$ cat src/rtl/ccc_reconfig_pkg.sv
// Shared types and constants for the CCC/PLL APB reconfiguration master.
package ccc_reconfig_pkg;

  localparam int ADDR_W = 6;
  localparam int DATA_W = 8;

  typedef enum logic [3:0] {
    IDLE,
    LOAD,
    WR_SETUP,
    WR_ACCESS,
    RD_SETUP,
    RD_ACCESS,
    HOLD,
    WAIT_LOCK,
    DONE,
    ERR
  } state_t;

  localparam logic [1:0] ERR_NONE     = 2'd0;
  localparam logic [1:0] ERR_MISMATCH = 2'd1;
  localparam logic [1:0] ERR_TIMEOUT  = 2'd2;

endpackage

$ cat src/rtl/ccc_lock_filter.sv
// Synchronizes the asynchronous CCC LOCK and qualifies it as stable after
// LOCK_STABLE consecutive high samples while enabled.
module ccc_lock_filter #(
  parameter int LOCK_STABLE = 8
) (
  input  logic pclk,
  input  logic preset_n,
  input  logic en,
  input  logic lock,
  output logic lock_stable
);

  localparam int CW = $clog2(LOCK_STABLE + 1);

  logic          lock_s1;
  logic          lock_s2;
  logic [CW-1:0] stab_cnt;

  always_ff @(posedge pclk or negedge preset_n) begin
    if (!preset_n) begin
      lock_s1  <= 1'b0;
      lock_s2  <= 1'b0;
      stab_cnt <= CW'(LOCK_STABLE);
    end else begin
      lock_s1 <= lock;
      lock_s2 <= lock_s1;
      // any low sample (or leaving WAIT_LOCK) restarts the stability window
      if (!en || !lock_s2)
        stab_cnt <= CW'(LOCK_STABLE);
      else if (stab_cnt != '0)
        stab_cnt <= stab_cnt - CW'(1);
    end
  end

  assign lock_stable = en && (stab_cnt == '0);

endmodule

$ cat src/rtl/ccc_apb_reconfig_master.sv
// APB initiator that streams config bytes into a CCC/PLL, optionally reads
// each back, holds the PLL in reset during the update, then waits for lock.
//
// state     | meaning
// ----------+---------------------------------------------------------
// IDLE      | waiting for start; PLL_ARST_N released
// LOAD      | cfg_ready high, waiting for the next config byte
// WR_SETUP  | APB write setup phase
// WR_ACCESS | APB write access phase
// RD_SETUP  | APB readback setup phase (VERIFY only)
// RD_ACCESS | APB readback access phase, PRDATA compared
// HOLD      | PLL_ARST_N kept low for ARST_CYCLES after the last write
// WAIT_LOCK | PLL released, waiting for stable lock or timeout
// DONE      | one-cycle done pulse
// ERR       | sticky error, PLL held in reset until the next start
module ccc_apb_reconfig_master
  import ccc_reconfig_pkg::*;
#(
  parameter int VERIFY       = 1,
  parameter int ARST_CYCLES  = 16,
  parameter int LOCK_STABLE  = 8,
  parameter int LOCK_TIMEOUT = 65535
) (
  input  logic              PCLK,
  input  logic              PRESET_N,
  input  logic              start,
  input  logic              cfg_valid,
  output logic              cfg_ready,
  input  logic [ADDR_W-1:0] cfg_addr,
  input  logic [DATA_W-1:0] cfg_data,
  input  logic              cfg_last,
  output logic              PSEL,
  output logic              PENABLE,
  output logic              PWRITE,
  output logic [ADDR_W-1:0] PADDR,
  output logic [DATA_W-1:0] PWDATA,
  input  logic [DATA_W-1:0] PRDATA,
  output logic              PLL_ARST_N,
  input  logic              LOCK,
  output logic              busy,
  output logic              done,
  output logic              err,
  output logic [1:0]        err_code
);

  state_t      state;
  logic        last_q;
  logic [15:0] hold_cnt;
  logic [15:0] to_cnt;
  logic        lock_stable;

  ccc_lock_filter #(.LOCK_STABLE(LOCK_STABLE)) u_lock_filter (
    .pclk        (PCLK),
    .preset_n    (PRESET_N),
    .en          (state == WAIT_LOCK),
    .lock        (LOCK),
    .lock_stable (lock_stable)
  );

  always_ff @(posedge PCLK or negedge PRESET_N) begin
    if (!PRESET_N) begin
      state      <= IDLE;
      PSEL       <= 1'b0;
      PENABLE    <= 1'b0;
      PWRITE     <= 1'b0;
      PADDR      <= '0;
      PWDATA     <= '0;
      PLL_ARST_N <= 1'b1;
      cfg_ready  <= 1'b0;
      busy       <= 1'b0;
      done       <= 1'b0;
      err        <= 1'b0;
      err_code   <= ERR_NONE;
      last_q     <= 1'b0;
      hold_cnt   <= '0;
      to_cnt     <= '0;
    end else begin
      done <= 1'b0;
      case (state)
        IDLE, ERR: begin
          if (start) begin
            state      <= LOAD;
            cfg_ready  <= 1'b1;
            PLL_ARST_N <= 1'b0;
            busy       <= 1'b1;
            err        <= 1'b0;
            err_code   <= ERR_NONE;
          end
        end
        LOAD: begin
          if (cfg_valid && cfg_ready) begin
            cfg_ready <= 1'b0;
            PADDR     <= cfg_addr;
            PWDATA    <= cfg_data;
            last_q    <= cfg_last;
            PSEL      <= 1'b1;
            PWRITE    <= 1'b1;
            state     <= WR_SETUP;
          end
        end
        WR_SETUP: begin
          PENABLE <= 1'b1;
          state   <= WR_ACCESS;
        end
        WR_ACCESS: begin
          PENABLE <= 1'b0;
          if (VERIFY != 0) begin
            PWRITE <= 1'b0;
            state  <= RD_SETUP;
          end else begin
            PSEL <= 1'b0;
            if (last_q) begin
              hold_cnt <= 16'(ARST_CYCLES - 1);
              state    <= HOLD;
            end else begin
              cfg_ready <= 1'b1;
              state     <= LOAD;
            end
          end
        end
        RD_SETUP: begin
          PENABLE <= 1'b1;
          state   <= RD_ACCESS;
        end
        RD_ACCESS: begin
          PSEL    <= 1'b0;
          PENABLE <= 1'b0;
          if (PRDATA != PWDATA) begin
            busy     <= 1'b0;
            err      <= 1'b1;
            err_code <= ERR_MISMATCH;
            state    <= ERR;
          end else if (last_q) begin
            hold_cnt <= 16'(ARST_CYCLES - 1);
            state    <= HOLD;
          end else begin
            cfg_ready <= 1'b1;
            state     <= LOAD;
          end
        end
        HOLD: begin
          if (hold_cnt == '0) begin
            PLL_ARST_N <= 1'b1;
            to_cnt     <= 16'(LOCK_TIMEOUT - 1);
            state      <= WAIT_LOCK;
          end else begin
            hold_cnt <= hold_cnt - 16'd1;
          end
        end
        WAIT_LOCK: begin
          // stable lock takes priority over a coincident timeout
          if (lock_stable) begin
            done  <= 1'b1;
            busy  <= 1'b0;
            state <= DONE;
          end else if (to_cnt == '0) begin
            busy       <= 1'b0;
            err        <= 1'b1;
            err_code   <= ERR_TIMEOUT;
            PLL_ARST_N <= 1'b0;
            state      <= ERR;
          end else begin
            to_cnt <= to_cnt - 16'd1;
          end
        end
        DONE: state <= IDLE;
        default: state <= IDLE;
      endcase
    end
  end

endmodule

$ cat config.mk
export PLATFORM = sky130hd
export DESIGN_NAME = ccc_apb_reconfig_master
export DESIGN_NICKNAME = d
export VERILOG_FILES = /design/src/rtl/ccc_reconfig_pkg.sv /design/src/rtl/ccc_lock_filter.sv /design/src/rtl/ccc_apb_reconfig_master.sv
export SDC_FILE = /design/constraint.sdc
export NUM_CORES = 1
export LEC_CHECK = 0
export BUFFER_PORTS_ARGS = -buffer_cell sky130_fd_sc_hd__buf_2
export CAP_MARGIN = 40
export CORE_MARGIN = 5
export CORE_UTILIZATION = 32
export DETAILED_ROUTE_END_ITERATION = 12
export GPL_ROUTABILITY_DRIVEN = 0
export GPL_TIMING_DRIVEN = 0
export SLEW_MARGIN = 20
export SYNTH_ARGS = -nofsm -noshare
export SYNTH_HDL_FRONTEND = slang
export SYNTH_HIERARCHICAL = 1
export SYNTH_SLANG_ARGS = --single-unit
$ cat constraint.sdc
create_clock -name PCLK -period 2.7 [get_ports PCLK]
set_input_delay 0.27 -clock PCLK [delete_from_list [all_inputs] [get_ports PCLK]]
set_output_delay 0.27 -clock PCLK [all_outputs]
set_load 0.02 [all_outputs]
# [After elaboration in Yosys (flattened, before gate mapping)]
# Cells that the tools add are included.
# Widths: inputs -> output; s select.
[op_classes] add_sub_neg=3 n_mul=0 div_mod_pow=0 n_lt_le_gt_ge=0 n_eq_ne=21 shift=0 mux=46 bitwise=0 reduce_logical=32
[op_table] cell="$mux 16" n=6
[op_table] cell="$pmux 16 s2" n=2
[op_table] cell="$logic_not 16->1" n=2
[op_table] cell="$mux 4" n=8
[op_table] cell="$pmux 4 s8" n=1
[op_table] cell="$sub 16x1->16 const B" n=2
[op_table] cell="$ne 2x2->1 const B" n=11
[op_table] cell="$eq 4x3->1 const B" n=4
[op_table] cell="$mux 1" n=16
[op_table] cell="$reduce_and 4->1" n=4
[op_table] cell="$reduce_and 5->1" n=3
[op_table] cell="$pmux 1 s3" n=4
[op_table] cell="$reduce_bool 2->1" n=6
[op_table] cell="$reduce_bool 3->1" n=3
[op_table] cell="$eq 4x2->1 const B" n=2
[op_table] cell="$logic_not 4->1" n=2
[op_table] cell="$mux 2" n=4
[op_table] cell="$ne 8x8->1" n=1
[op_table] cell="$pmux 1 s2" n=3
[op_table] cell="$pmux 2 s3" n=1
[op_table] cell="$reduce_and 2->1" n=3
[op_table] cell="$reduce_or 2->1" n=3
[op_table] cell="$eq 4x1->1 const B" n=1
[op_table] cell="$eq 4x4->1 const B" n=1
[op_table] cell="7 further kinds" n=9
[word_totals] reg_bits=67 latch_bits=0 ramBits=0 rom_bits=0 inputBits=28 output_inout_bits=24 wordCells=120 n_memories=0

# [Depth between registers and ports, before layout]
# Gate-level depths: netlist of the first run.
[logic_depth] ltp_word=4 ltp_mapped=9 depth_no_buf=8

# [By module]
# Netlist of the first run, hierarchy kept.
[modules_own_cells] module="ccc_apb_reconfig_master" n_inst=1 cells_per_inst=311 area_each_um2=3206.8 seq_area_each_um2=1527.7
[modules_own_cells] module="ccc_lock_filter" n_inst=1 cells_per_inst=24 area_each_um2=282.8 seq_area_each_um2=151.4

# [Least setup slack after synthesis of the first run]
# OpenSTA, ideal clock, no wires.
[synth_timing] kind="register to register" startpoint="reg to_cnt[6]" endpoint="reg state[0]" setup_ns=0.125 arrival_time_ns=1.955 required_time_ns=2.575 path_slack_ns=0.619 stages_incl_launch_ff=8 n_path_buf=2 synth_period_minus_slack_ns=2.081 path_cell_list="dfrtp_1 or4_1 clkbuf_2 or2_4 o21ai_2 buf_6 o311ai_4 mux2_4"
[synth_via] elab_chain_cells=3
[synth_lines] element="from (decl)" line="ccc_apb_reconfig_master.sv:49" rtl="logic [15:0] to_cnt;"
[synth_lines] element="from (signal assigned)" line="ccc_apb_reconfig_master.sv:144" rtl="to_cnt <= 16'(LOCK_TIMEOUT - 1);"
[synth_lines] element="from (signal assigned)" line="ccc_apb_reconfig_master.sv:163" rtl="to_cnt <= to_cnt - 16'd1;"
[synth_lines] element="$logic_not 16->1" line="ccc_apb_reconfig_master.sv:156" rtl="end else if (to_cnt == '0) begin"
[synth_lines] element="$ne 3x3->1 (no line)"
[synth_lines] element="$reduce_and 4->1 (no line)"
[synth_lines] element="to (signal assigned)" line="ccc_apb_reconfig_master.sv:155" rtl="state <= DONE;"
[synth_lines] element="to (signal assigned)" line="ccc_apb_reconfig_master.sv:161" rtl="state <= ERR;"
[synth_lines] element="to (signal assigned)" line="ccc_apb_reconfig_master.sv:166" rtl="DONE: state <= IDLE;"
[synth_lines] element="to (decl)" line="ccc_apb_reconfig_master.sv:46" rtl="state_t state;"
# Every way passes these cells.
# A chain may end at the register's enable or synchronous reset.

# [Worst setup path in the final report of the first run]
[layout_timing] startpoint="reg state[0]" endpoint="reg to_cnt[5]"
[layout_via] elab_chain_cells=4 word_cells_on_any_way=9 cone_classes="5 x eq/ne; 1 x mux; 3 x reduce/logical"
[layout_lines] element="from (signal assigned)" line="ccc_apb_reconfig_master.sv:62" rtl="state <= IDLE;"
[layout_lines] element="from (signal assigned)" line="ccc_apb_reconfig_master.sv:82" rtl="state <= LOAD;"
[layout_lines] element="from (signal assigned)" line="ccc_apb_reconfig_master.sv:98" rtl="state <= WR_SETUP;"
[layout_lines] element="$eq 4x3->1" line="ccc_apb_reconfig_master.sv:55" rtl=".en (state == WAIT_LOCK),"
[layout_lines] element="$logic_and 1x1->1" line="ccc_lock_filter.sv:35" rtl="assign lock_stable = en && (stab_cnt == '0);"
[layout_lines] element="named net lock_stable" line="ccc_apb_reconfig_master.sv:50" rtl="logic lock_stable;"
[layout_lines] element="$ne 2x2->1 (no line)"
[layout_lines] element="$reduce_and 4->1 (no line)"
# The timed path passes the listed nets, and every way through them passes these cells.

==> report_table.html, run 1 <==
<table>
<tr><th>Metric</th><th>Value</th></tr>
<tr><th colspan="2">Critical path</th></tr>
<tr><td>Largest fanout on the critical path</td><td>10</td></tr>
<tr><td>Critical path data required time</td><td>2.98 ns</td></tr>
<tr><td>Crit path kind</td><td>reg2reg</td></tr>
<tr><td>Signal arrival time at the worst endpoint</td><td>2.73 ns</td></tr>
<tr><td>Critical Path Start Type</td><td>register</td></tr>
<tr><td>Critical Path End Type</td><td>register</td></tr>
<tr><th colspan="2">Timing</th></tr>
<tr><td>Count of final setup violators</td><td>0</td></tr>
<tr><td>Period utilization</td><td>90.8%</td></tr>
<tr><td>Achievable clock frequency</td><td>408 MHz</td></tr>
<tr><td>Total negative setup slack</td><td>0 ns</td></tr>
<tr><td>Final worst-path setup slack</td><td>0.247 ns</td></tr>
<tr><td>Shortest clock period the worst path allows after layout</td><td>2.45 ns</td></tr>
<tr><td>Final worst clock skew</td><td>0.0117 ns</td></tr>
<tr><td>Number of failing hold endpoints at the final stage</td><td>0</td></tr>
<tr><td>Max-slew violation total from the final report</td><td>0</td></tr>
<tr><td>Normalized max-slew margin</td><td>49.8%</td></tr>
<tr><td>Worst Tran Pin Value</td><td>0.748 ns</td></tr>
<tr><td>RSZ-0062 raised after global routing</td><td>no</td></tr>
<tr><th colspan="2">Global route</th></tr>
<tr><td>Global-route usage over all layers</td><td>12.3%</td></tr>
<tr><td>Global-route wire length before repair</td><td>13.1 mm</td></tr>
<tr><td>Maximum number of pins on one net before global-route repair</td><td>52</td></tr>
<tr><td>Number of antenna violations at the first check in global routing</td><td>0</td></tr>
<tr><td>Global route overflow</td><td>0</td></tr>
<tr><td>Number of global-route vias before repair</td><td>2815</td></tr>
<tr><th colspan="2">Placed design</th></tr>
<tr><td>Final HPWL DP</td><td>5.48 mm</td></tr>
<tr><td>Worst Setup Slack post-DPL</td><td>0.240 ns</td></tr>
<tr><td>IO Port Bufs</td><td>51</td></tr>
<tr><td>Area after detailed placement</td><td>0.00395 mm²</td></tr>
<tr><th colspan="2">Clock network</th></tr>
<tr><td>Post-CTS repair timing setup buffer count</td><td>0</td></tr>
<tr><td>Max Buffers Root-to-Sink</td><td>2</td></tr>
<tr><td>Clock H-tree levels</td><td>3</td></tr>
<tr><td>Sinks on the clock net</td><td>67</td></tr>
<tr><td>Number of buffers added by the clock tree synthesis step</td><td>9</td></tr>
<tr><td>Clock transition at the register clock pins on the worst setup and hold paths after CTS</td><td>0.08 ns</td></tr>
<tr><td>Clock root cell</td><td>sky130_fd_sc_hd__clkbuf_8</td></tr>
<tr><td>Insertion delay of the later-clocked pin in the worst-skew pair</td><td>0.35 ns</td></tr>
<tr><td>Clock tree from TritonCTS</td><td>yes</td></tr>
<tr><th colspan="2">Status</th></tr>
<tr><td>Status</td><td>complete, no violations</td></tr>
<tr><th colspan="2">Layout</th></tr>
<tr><td>Final design instance area without fill</td><td>0.00417 mm²</td></tr>
<tr><td>Core utilization of the finished layout</td><td>38.8%</td></tr>
<tr><td>Most common cell after layout, fill and taps aside</td><td>sky130_fd_sc_hd__dfrtp_1</td></tr>
<tr><td>Share of final-layout standard cells stronger than drive strength 1</td><td>26.4%</td></tr>
<tr><td>Final #Nets</td><td>434</td></tr>
<tr><td>Commonest cells after routing, fill and taps aside</td><td>sky130_fd_sc_hd__dfrtp_1 (65), sky130_fd_sc_hd__buf_2 (52), sky130_fd_sc_hd__nor2_1 (32)</td></tr>
<tr><td>Area Growth Syn to Fin</td><td>19.5%</td></tr>
<tr><td>N_diodes</td><td>0</td></tr>
<tr><th colspan="2">Power</th></tr>
<tr><td>Cell leakage power</td><td>0.00181 µW</td></tr>
<tr><td>Proportion of power drawn by flip-flops and latches</td><td>38.9%</td></tr>
<tr><td>Peak VDD IR</td><td>455 µV</td></tr>
<tr><td>Cell Int Power</td><td>2340 µW</td></tr>
<tr><td>Switching pwr</td><td>1370 µW</td></tr>
<tr><td>Sw Share</td><td>37.0%</td></tr>
<tr><td>Total power density per cell area</td><td>891 mW/mm²</td></tr>
<tr><td>Part of the power in the clock network</td><td>23.2%</td></tr>
<tr><td>Part of the power in combinational logic</td><td>38.0%</td></tr>
<tr><td>Sum of internal, switching and leakage power</td><td>3710 µW</td></tr>
<tr><th colspan="2">Detailed routing</th></tr>
<tr><td>Wire length after detailed routing</td><td>7.66 mm</td></tr>
<tr><td>Routed via count</td><td>2750</td></tr>
<tr><td>Average via count per standard cell</td><td>5.05</td></tr>
<tr><td>DRC viols</td><td>0</td></tr>
<tr><td>Count of TritonRoute iterations in the first routing pass</td><td>4</td></tr>
<tr><td>Antenna viol nets, final</td><td>0</td></tr>
<tr><td>Wire length per cell</td><td>14.0 µm</td></tr>
<tr><td>Starting DRC count in detailed routing</td><td>135</td></tr>
<tr><th colspan="2">Worst hold path</th></tr>
<tr><td>Path class of the lowest-slack min-delay path</td><td>in2reg</td></tr>
<tr><th colspan="2">Synth</th></tr>
<tr><td>Number of distinct standard cells referenced by the synthesized netlist</td><td>63</td></tr>
<tr><td>Xor-xnor portion of the synthesized cell area</td><td>6.53%</td></tr>
<tr><td>Count of flip-flops with a built-in enable after synthesis</td><td>0</td></tr>
<tr><td>Number of synthesis warnings</td><td>6</td></tr>
<tr><td>Post-synthesis average cell area</td><td>10.4 µm²</td></tr>
<tr><td>Area fraction in and, or, nand and nor cells after synthesis</td><td>20.6%</td></tr>
<tr><td>Combinational family with the most area after synthesis</td><td>simple AND/OR/NAND/NOR gates</td></tr>
<tr><td>Adder and majority cell fraction of the synthesized area</td><td>2.15%</td></tr>
<tr><td>Biggest area contributors in the synthesized netlist</td><td>sky130_fd_sc_hd__dfrtp_1 (47%), sky130_fd_sc_hd__mux2_2 (4.8%), sky130_fd_sc_hd__xor2_1 (4.3%)</td></tr>
<tr><td>Async SR Flop Fraction</td><td>100%</td></tr>
<tr><td>Fraction of the mapped netlist area in compound gates</td><td>12.0%</td></tr>
<tr><td>Post-synth top area share</td><td>46.6%</td></tr>
<tr><td>Sequential share of the synthesized area</td><td>48.1%</td></tr>
<tr><td>Post-synthesis cell area</td><td>0.00349 mm²</td></tr>
<tr><td>Synthesized netlist cell count</td><td>335</td></tr>
<tr><td>Most area-hungry cell type in the Yosys netlist</td><td>sky130_fd_sc_hd__dfrtp_1</td></tr>
<tr><td>Portion of netlist area occupied by mux cells</td><td>5.84%</td></tr>
<tr><td>Register bit total from synthesis</td><td>67</td></tr>
<tr><td>Synth Net Count</td><td>369</td></tr>
<tr><td>Dominant register cell in the synthesized netlist</td><td>sky130_fd_sc_hd__dfrtp_1</td></tr>
<tr><th colspan="2">Die</th></tr>
<tr><td>Number of cell rows</td><td>38</td></tr>
<tr><td>Total core area</td><td>0.0107 mm²</td></tr>
<tr><td>Top-level I/O count</td><td>52</td></tr>
<tr><td>Die width</td><td>114 µm</td></tr>
<tr><td>Overall die height</td><td>114 µm</td></tr>
<tr><td>Starting density of the core</td><td>32.5%</td></tr>
<tr><td>Area of the die</td><td>0.0131 mm²</td></tr>
<tr><th colspan="2">Job</th></tr>
<tr><td>Max-capacitance violation count</td><td>0</td></tr>
</table>
[critical path, stage by stage (launching register included)]
cell,delay (ns)
sky130_fd_sc_hd__dfrtp_1,0.36
sky130_fd_sc_hd__buf_4,0.16
sky130_fd_sc_hd__nand4b_1,0.16
sky130_fd_sc_hd__inv_1,0.17
sky130_fd_sc_hd__and2_1,0.22
sky130_fd_sc_hd__nor2_1,0.41
sky130_fd_sc_hd__o21ai_2,0.13
sky130_fd_sc_hd__buf_6,0.17
sky130_fd_sc_hd__nor4_1,0.36
sky130_fd_sc_hd__mux2i_1,0.23
[routing by layer]
metal  track usage (%)  part of all wire (%)  up-vias
met3              3.22                   5.2        9
met2              19.4                    46       63
met5                 0                     0        -
met4              4.75                   1.1        0
met1              16.3                    48     1337
li1                  -                     -     1341
[cell type report]
type,count,area (µm²)
Buffer,15,115
Timing Repair Buffer,54,300
Clock inverter,5,62.6
Clock buffer,11,141
Tap cell,140,175
Inverter,13,48.8
Sequential cell,67,1680
Fill cell,1099,6580
Multi-Input combinational cell,240,1650
[cells by family after synthesis]
logic type | after synthesis
buffers and inverters | 28
muxes | 18
AOI/OAI and AO/OA | 64
and+or+nand+nor | 126
DFF | 67
adders and majority gates | 6
xor gates and xnor gates | 26
[flip-flops by register name, summed over array words and instances (netlist names)]
name / cells
hold_cnt: 16
to_cnt: 16
PWDATA: 8
PADDR: 6
state: 4
u_lock_filter/stab_cnt: 4
err_code: 2
PENABLE: 1
PLL_ARST_N: 1
PSEL: 1
PWRITE: 1
busy: 1
cfg_ready: 1
done: 1
err: 1
last_q: 1
u_lock_filter/lock_s1: 1
u_lock_filter/lock_s2: 1
[synth_stat cells, drive strengths merged (5+ instances only)]
cell type and count:
ha 6, o21ai 25, nand3 6, nand4 6, clkbuf 10, a31oi 9
nand2b 5, nand2 15, nor2 32, nor4 9, xnor2 9, buf 5
or3 5, a21oi 9, and4 6, dfrtp 65, inv 13, xor2 17
and2 5, nor3 14, mux2 16
[through the flow]
stage | hold slack [ns] | cells
2_1_floorplan | -0.0256 | 335
3_3_place_gp | 0.347 | 526
3_5_place_dp | 0.162 | 527
4_1_cts | 0.0379 | 544
5_1_grt | 0.0356 | 545
6_report | 0.0453 | 545
[timing repair]
action	CTS	global route
resized for setup	0	0
hold buffers	1	0
endpoints found under the hold margin	15	0
[power groups by stage]
stage	combinational [µW]	clock (µW)	sequential (µW)
2_1_floorplan	822	0	1640
3_3_place_gp	1390	0	1450
3_5_place_dp	1420	0	1460
4_1_cts	1430	885	1450
5_1_grt	1560	932	1480
6_report	1410	860	1440
[worst paths after layout]
kind	startpoint	end	slack (ns)	cells past startpoint
worst min register to register	u_lock_filter/lock_s1$_DFF_PN0_	u_lock_filter/lock_s2$_DFF_PN0_	0.35	0
min in group asynchronous	PRESET_N	err_code[1]$_DFFE_PN0P_	0.33	2
worst max-delay path	state[0]$_DFFE_PN0P_	to_cnt[5]$_DFFE_PN0P_	0.25	9
worst min-delay path	LOCK	u_lock_filter/lock_s1$_DFF_PN0_	0.05	1
max in group asynchronous	PRESET_N	u_lock_filter/stab_cnt[3]$_DFFE_PN1P_	1.78	3
worst max register to register	state[0]$_DFFE_PN0P_	to_cnt[5]$_DFFE_PN0P_	0.25	9
(Power assumes the default switching activity.)
==> run 2, diff against run 1 <==
--- a/config.mk
+++ b/config.mk
@@ -7,7 +7,6 @@
 export LEC_CHECK = 0
 export BUFFER_PORTS_ARGS = -buffer_cell sky130_fd_sc_hd__buf_2
 export CAP_MARGIN = 40
-export CORE_MARGIN = 5
 export CORE_UTILIZATION = 32
 export DETAILED_ROUTE_END_ITERATION = 12
 export GPL_ROUTABILITY_DRIVEN = 0
==> run 2 against run 1 <==
Critical path depth unchanged. Non-clock buffer count unchanged. Flip-flop and latch count unchanged. Combinational power about the same. Cell area decreased by 0.93%. Cell count decreased by 0.73%. Register-to-register slack improved by 0.07 ns. Sequential share of layout area increased by 0.38 points. Clock-buffer cell count decreased by 1. Routed wire length decreased by 4.3%. Die area decreased by 13%. Critical path type unchanged. Largest power group unchanged.
==> report_table.html, run 2 (synthesized netlist as in run 1, its figures left out) <==
<table>
<tr><th>Metric</th><th>Value</th></tr>
<tr><th colspan="2">Clock network</th></tr>
<tr><td>Clock transition at the register clock pins on the worst setup and hold paths after CTS</td><td>0.07 ns (about the same)</td></tr>
<tr><td>Clock root cell</td><td>sky130_fd_sc_hd__clkbuf_8</td></tr>
<tr><td>Number of buffers added by the clock tree synthesis step</td><td>9 (unchanged)</td></tr>
<tr><td>Max Buffers Root-to-Sink</td><td>2 (unchanged)</td></tr>
<tr><td>Post-CTS repair timing setup buffer count</td><td>0 (unchanged)</td></tr>
<tr><td>Sinks on the clock net</td><td>67 (unchanged)</td></tr>
<tr><td>Clock tree from TritonCTS</td><td>yes</td></tr>
<tr><td>Insertion delay of the later-clocked pin in the worst-skew pair</td><td>0.35 ns (about the same)</td></tr>
<tr><td>Clock H-tree levels</td><td>3 (unchanged)</td></tr>
<tr><th colspan="2">Power</th></tr>
<tr><td>Peak VDD IR</td><td>622 µV (+37%)</td></tr>
<tr><td>Total power density per cell area</td><td>860 mW/mm² (-3.4%)</td></tr>
<tr><td>Sum of internal, switching and leakage power</td><td>3550 µW (-4.3%)</td></tr>
<tr><td>Cell leakage power</td><td>0.00179 µW (-0.75%)</td></tr>
<tr><th colspan="2">Critical path</th></tr>
<tr><td>Depth of the most critical reg-to-reg path</td><td>9 (unchanged)</td></tr>
<tr><td>Signal arrival time at the worst endpoint</td><td>2.65 ns (-0.08 ns)</td></tr>
<tr><td>Critical Path Start Type</td><td>register</td></tr>
<tr><td>Critical R2R Launch</td><td>state[0]$_DFFE_PN0P_</td></tr>
<tr><td>Worst setup path startpoint</td><td>state[0]$_DFFE_PN0P_</td></tr>
<tr><td>FF-to-FF End</td><td>to_cnt[5]$_DFFE_PN0P_</td></tr>
<tr><td>Worst setup slack for register-to-register paths</td><td>0.32 ns (+0.07 ns)</td></tr>
<tr><td>Critical Path End Type</td><td>register</td></tr>
<tr><td>Critical path data required time</td><td>2.97 ns (about the same)</td></tr>
<tr><td>Setup crit end</td><td>to_cnt[5]$_DFFE_PN0P_</td></tr>
<tr><td>Crit path kind</td><td>reg2reg</td></tr>
<tr><td>Largest fanout on the critical path</td><td>10 (unchanged)</td></tr>
<tr><th colspan="2">Global route</th></tr>
<tr><td>Global-route usage over all layers</td><td>13.8% (+1.5 points)</td></tr>
<tr><td>Global-route wire length before repair</td><td>12.4 mm (-5.4%)</td></tr>
<tr><td>Number of global-route vias before repair</td><td>2690 (-4.4%)</td></tr>
<tr><td>Maximum number of pins on one net before global-route repair</td><td>46 (-12%)</td></tr>
<tr><td>Global route overflow</td><td>0 (unchanged)</td></tr>
<tr><td>Number of antenna violations at the first check in global routing</td><td>0 (unchanged)</td></tr>
<tr><th colspan="2">Timing</th></tr>
<tr><td>Number of failing hold endpoints at the final stage</td><td>0 (unchanged)</td></tr>
<tr><td>Worst Tran Pin Value</td><td>0.820 ns (+0.0722 ns)</td></tr>
<tr><td>Achievable clock frequency</td><td>420 MHz (+3.0%)</td></tr>
<tr><td>Count of final setup violators</td><td>0 (unchanged)</td></tr>
<tr><td>RSZ-0062 raised after global routing</td><td>no</td></tr>
<tr><td>Normalized max-slew margin</td><td>44.8% (-4.9 points)</td></tr>
<tr><td>Shortest clock period the worst path allows after layout</td><td>2.38 ns (-0.0721 ns)</td></tr>
<tr><td>Period utilization</td><td>88.2% (-2.7 points)</td></tr>
<tr><td>Total negative setup slack</td><td>0 ns (unchanged)</td></tr>
<tr><td>Max-slew violation total from the final report</td><td>0 (unchanged)</td></tr>
<tr><td>Final worst clock skew</td><td>0.0131 ns (+0.00137 ns)</td></tr>
<tr><th colspan="2">Layout</th></tr>
<tr><td>Commonest cells after routing, fill and taps aside</td><td>sky130_fd_sc_hd__dfrtp_1 (65), sky130_fd_sc_hd__buf_2 (52), sky130_fd_sc_hd__nor2_1 (32)</td></tr>
<tr><td>N_diodes</td><td>0 (unchanged)</td></tr>
<tr><td>Final #Nets</td><td>434 (unchanged)</td></tr>
<tr><td>Largest registers</td><td>hold_cnt x16, to_cnt x16, PWDATA x8</td></tr>
<tr><td>Area Growth Syn to Fin</td><td>18.4%</td></tr>
<tr><td>Share of final-layout standard cells stronger than drive strength 1</td><td>26.4% (unchanged)</td></tr>
<tr><td>Most common cell after layout, fill and taps aside</td><td>sky130_fd_sc_hd__dfrtp_1</td></tr>
<tr><th colspan="2">Die</th></tr>
<tr><td>Die width</td><td>106 µm (-7.0%)</td></tr>
<tr><td>Starting density of the core</td><td>33.4% (+0.88 points)</td></tr>
<tr><td>Total core area</td><td>0.0105 mm² (-2.6%)</td></tr>
<tr><td>Area of the die</td><td>0.0113 mm² (-13%)</td></tr>
<tr><td>Number of cell rows</td><td>37 (-2.6%)</td></tr>
<tr><td>Top-level I/O count</td><td>52 (unchanged)</td></tr>
<tr><td>Overall die height</td><td>106 µm (-7.0%)</td></tr>
<tr><th colspan="2">Detailed routing</th></tr>
<tr><td>Wire length per cell</td><td>13.5 µm (-3.6%)</td></tr>
<tr><td>Wire length after detailed routing</td><td>7.33 mm (-4.3%)</td></tr>
<tr><td>Routed via count</td><td>2728 (-0.80%)</td></tr>
<tr><td>DRC viols</td><td>0 (unchanged)</td></tr>
<tr><td>Starting DRC count in detailed routing</td><td>153 (+13%)</td></tr>
<tr><td>Average via count per standard cell</td><td>5.04 (about the same)</td></tr>
<tr><td>Antenna viol nets, final</td><td>0 (unchanged)</td></tr>
<tr><td>Count of TritonRoute iterations in the first routing pass</td><td>5 (+1)</td></tr>
<tr><th colspan="2">Worst hold path</th></tr>
<tr><td>Path class of the lowest-slack min-delay path</td><td>in2reg</td></tr>
<tr><th colspan="2">Placed design</th></tr>
<tr><td>Final HPWL DP</td><td>5.27 mm (-3.8%)</td></tr>
<tr><td>IO Port Bufs</td><td>51 (unchanged)</td></tr>
<tr><th colspan="2">Status</th></tr>
<tr><td>Status</td><td>complete, no violations</td></tr>
<tr><th colspan="2">Job</th></tr>
<tr><td>Max-capacitance violation count</td><td>0 (unchanged)</td></tr>
</table>
## run 2: changes by cell type in the layout (fill, tap and decap cells not counted), sizes merged
cell	before	now
bufinv	1	0
clkinv	2	4
clkbuf	21	20
## run 2: area by class of cell
cell class,instances,area [µm²]
Inverter,13,48.8
Tap cell,136,170
Fill cell,1081,6330
Timing Repair Buffer,54,300
Clock buffer,10,128
Sequential cell,67,1680
Clock inverter,6,42.5
Buffer,15,115
Multi-Input combinational cell,240,1650
## run 2: worst min path at each step
stage | startpoint | endpoint | slack [ns] | cells after the start
2_1_floorplan | PRESET_N | PADDR[0]$_DFFE_PN0P_ | -0.03 | 0
3_3_place_gp | u_lock_filter/lock_s1$_DFF_PN0_ | u_lock_filter/lock_s2$_DFF_PN0_ | 0.34 | 0
3_5_place_dp | PRESET_N | last_q$_DFFE_PN0P_ | 0.20 | 1
4_1_cts | LOCK | u_lock_filter/lock_s1$_DFF_PN0_ | 0.04 | 1
5_1_grt | LOCK | u_lock_filter/lock_s1$_DFF_PN0_ | 0.04 | 1
6_report | LOCK | u_lock_filter/lock_s1$_DFF_PN0_ | 0.05 | 1
## run 2: per-stage QoR
step	instance area [µm²]	utilization (%)	instances	setup slack [ns]	hold WS (ns)
floorplan	3490	-	335	0.619	-0.0256
global placement	3920	37.4	522	0.336	0.338
detailed placement	3950	37.7	523	0.302	0.196
CTS	4130	39.4	540	0.290	0.0444
global route	4130	39.5	541	0.0233	0.0418
finish	4130	39.5	541	0.319	0.0497
## run 2: repair_timing
action                                 CTS  global route
resized for setup                        0             0
endpoints found under the hold margin   21             0
hold buffers                             1             0
## run 2: critical path, stage by stage (launching register included)
cell and delay, ns:
sky130_fd_sc_hd__dfrtp_1 0.36, sky130_fd_sc_hd__buf_4 0.16, sky130_fd_sc_hd__nand4b_1 0.15, sky130_fd_sc_hd__inv_1 0.16
sky130_fd_sc_hd__and2_1 0.22, sky130_fd_sc_hd__nor2_1 0.40, sky130_fd_sc_hd__o21ai_2 0.13, sky130_fd_sc_hd__buf_6 0.17
sky130_fd_sc_hd__nor4_1 0.32, sky130_fd_sc_hd__mux2i_1 0.22
## run 2: power by group
group | total (µW) | switching, µW | leakage, µW | internal (µW)
registers | 1440 | 180 | 0.000794 | 1250
logic | 1390 | 760 | 0.000916 | 631
clock network | 727 | 395 | 0.0000822 | 332
total | 3550 | 1340 | 0.00179 | 2220
## run 2: routing by layer
layer,global-route usage [%],up-vias,part of all wire [%]
met5,0,-,0
li1,-,1343,-
met1,17.0,1314,46
met4,3.62,0,0.66
met3,4.66,4,5.3
met2,23.1,67,48
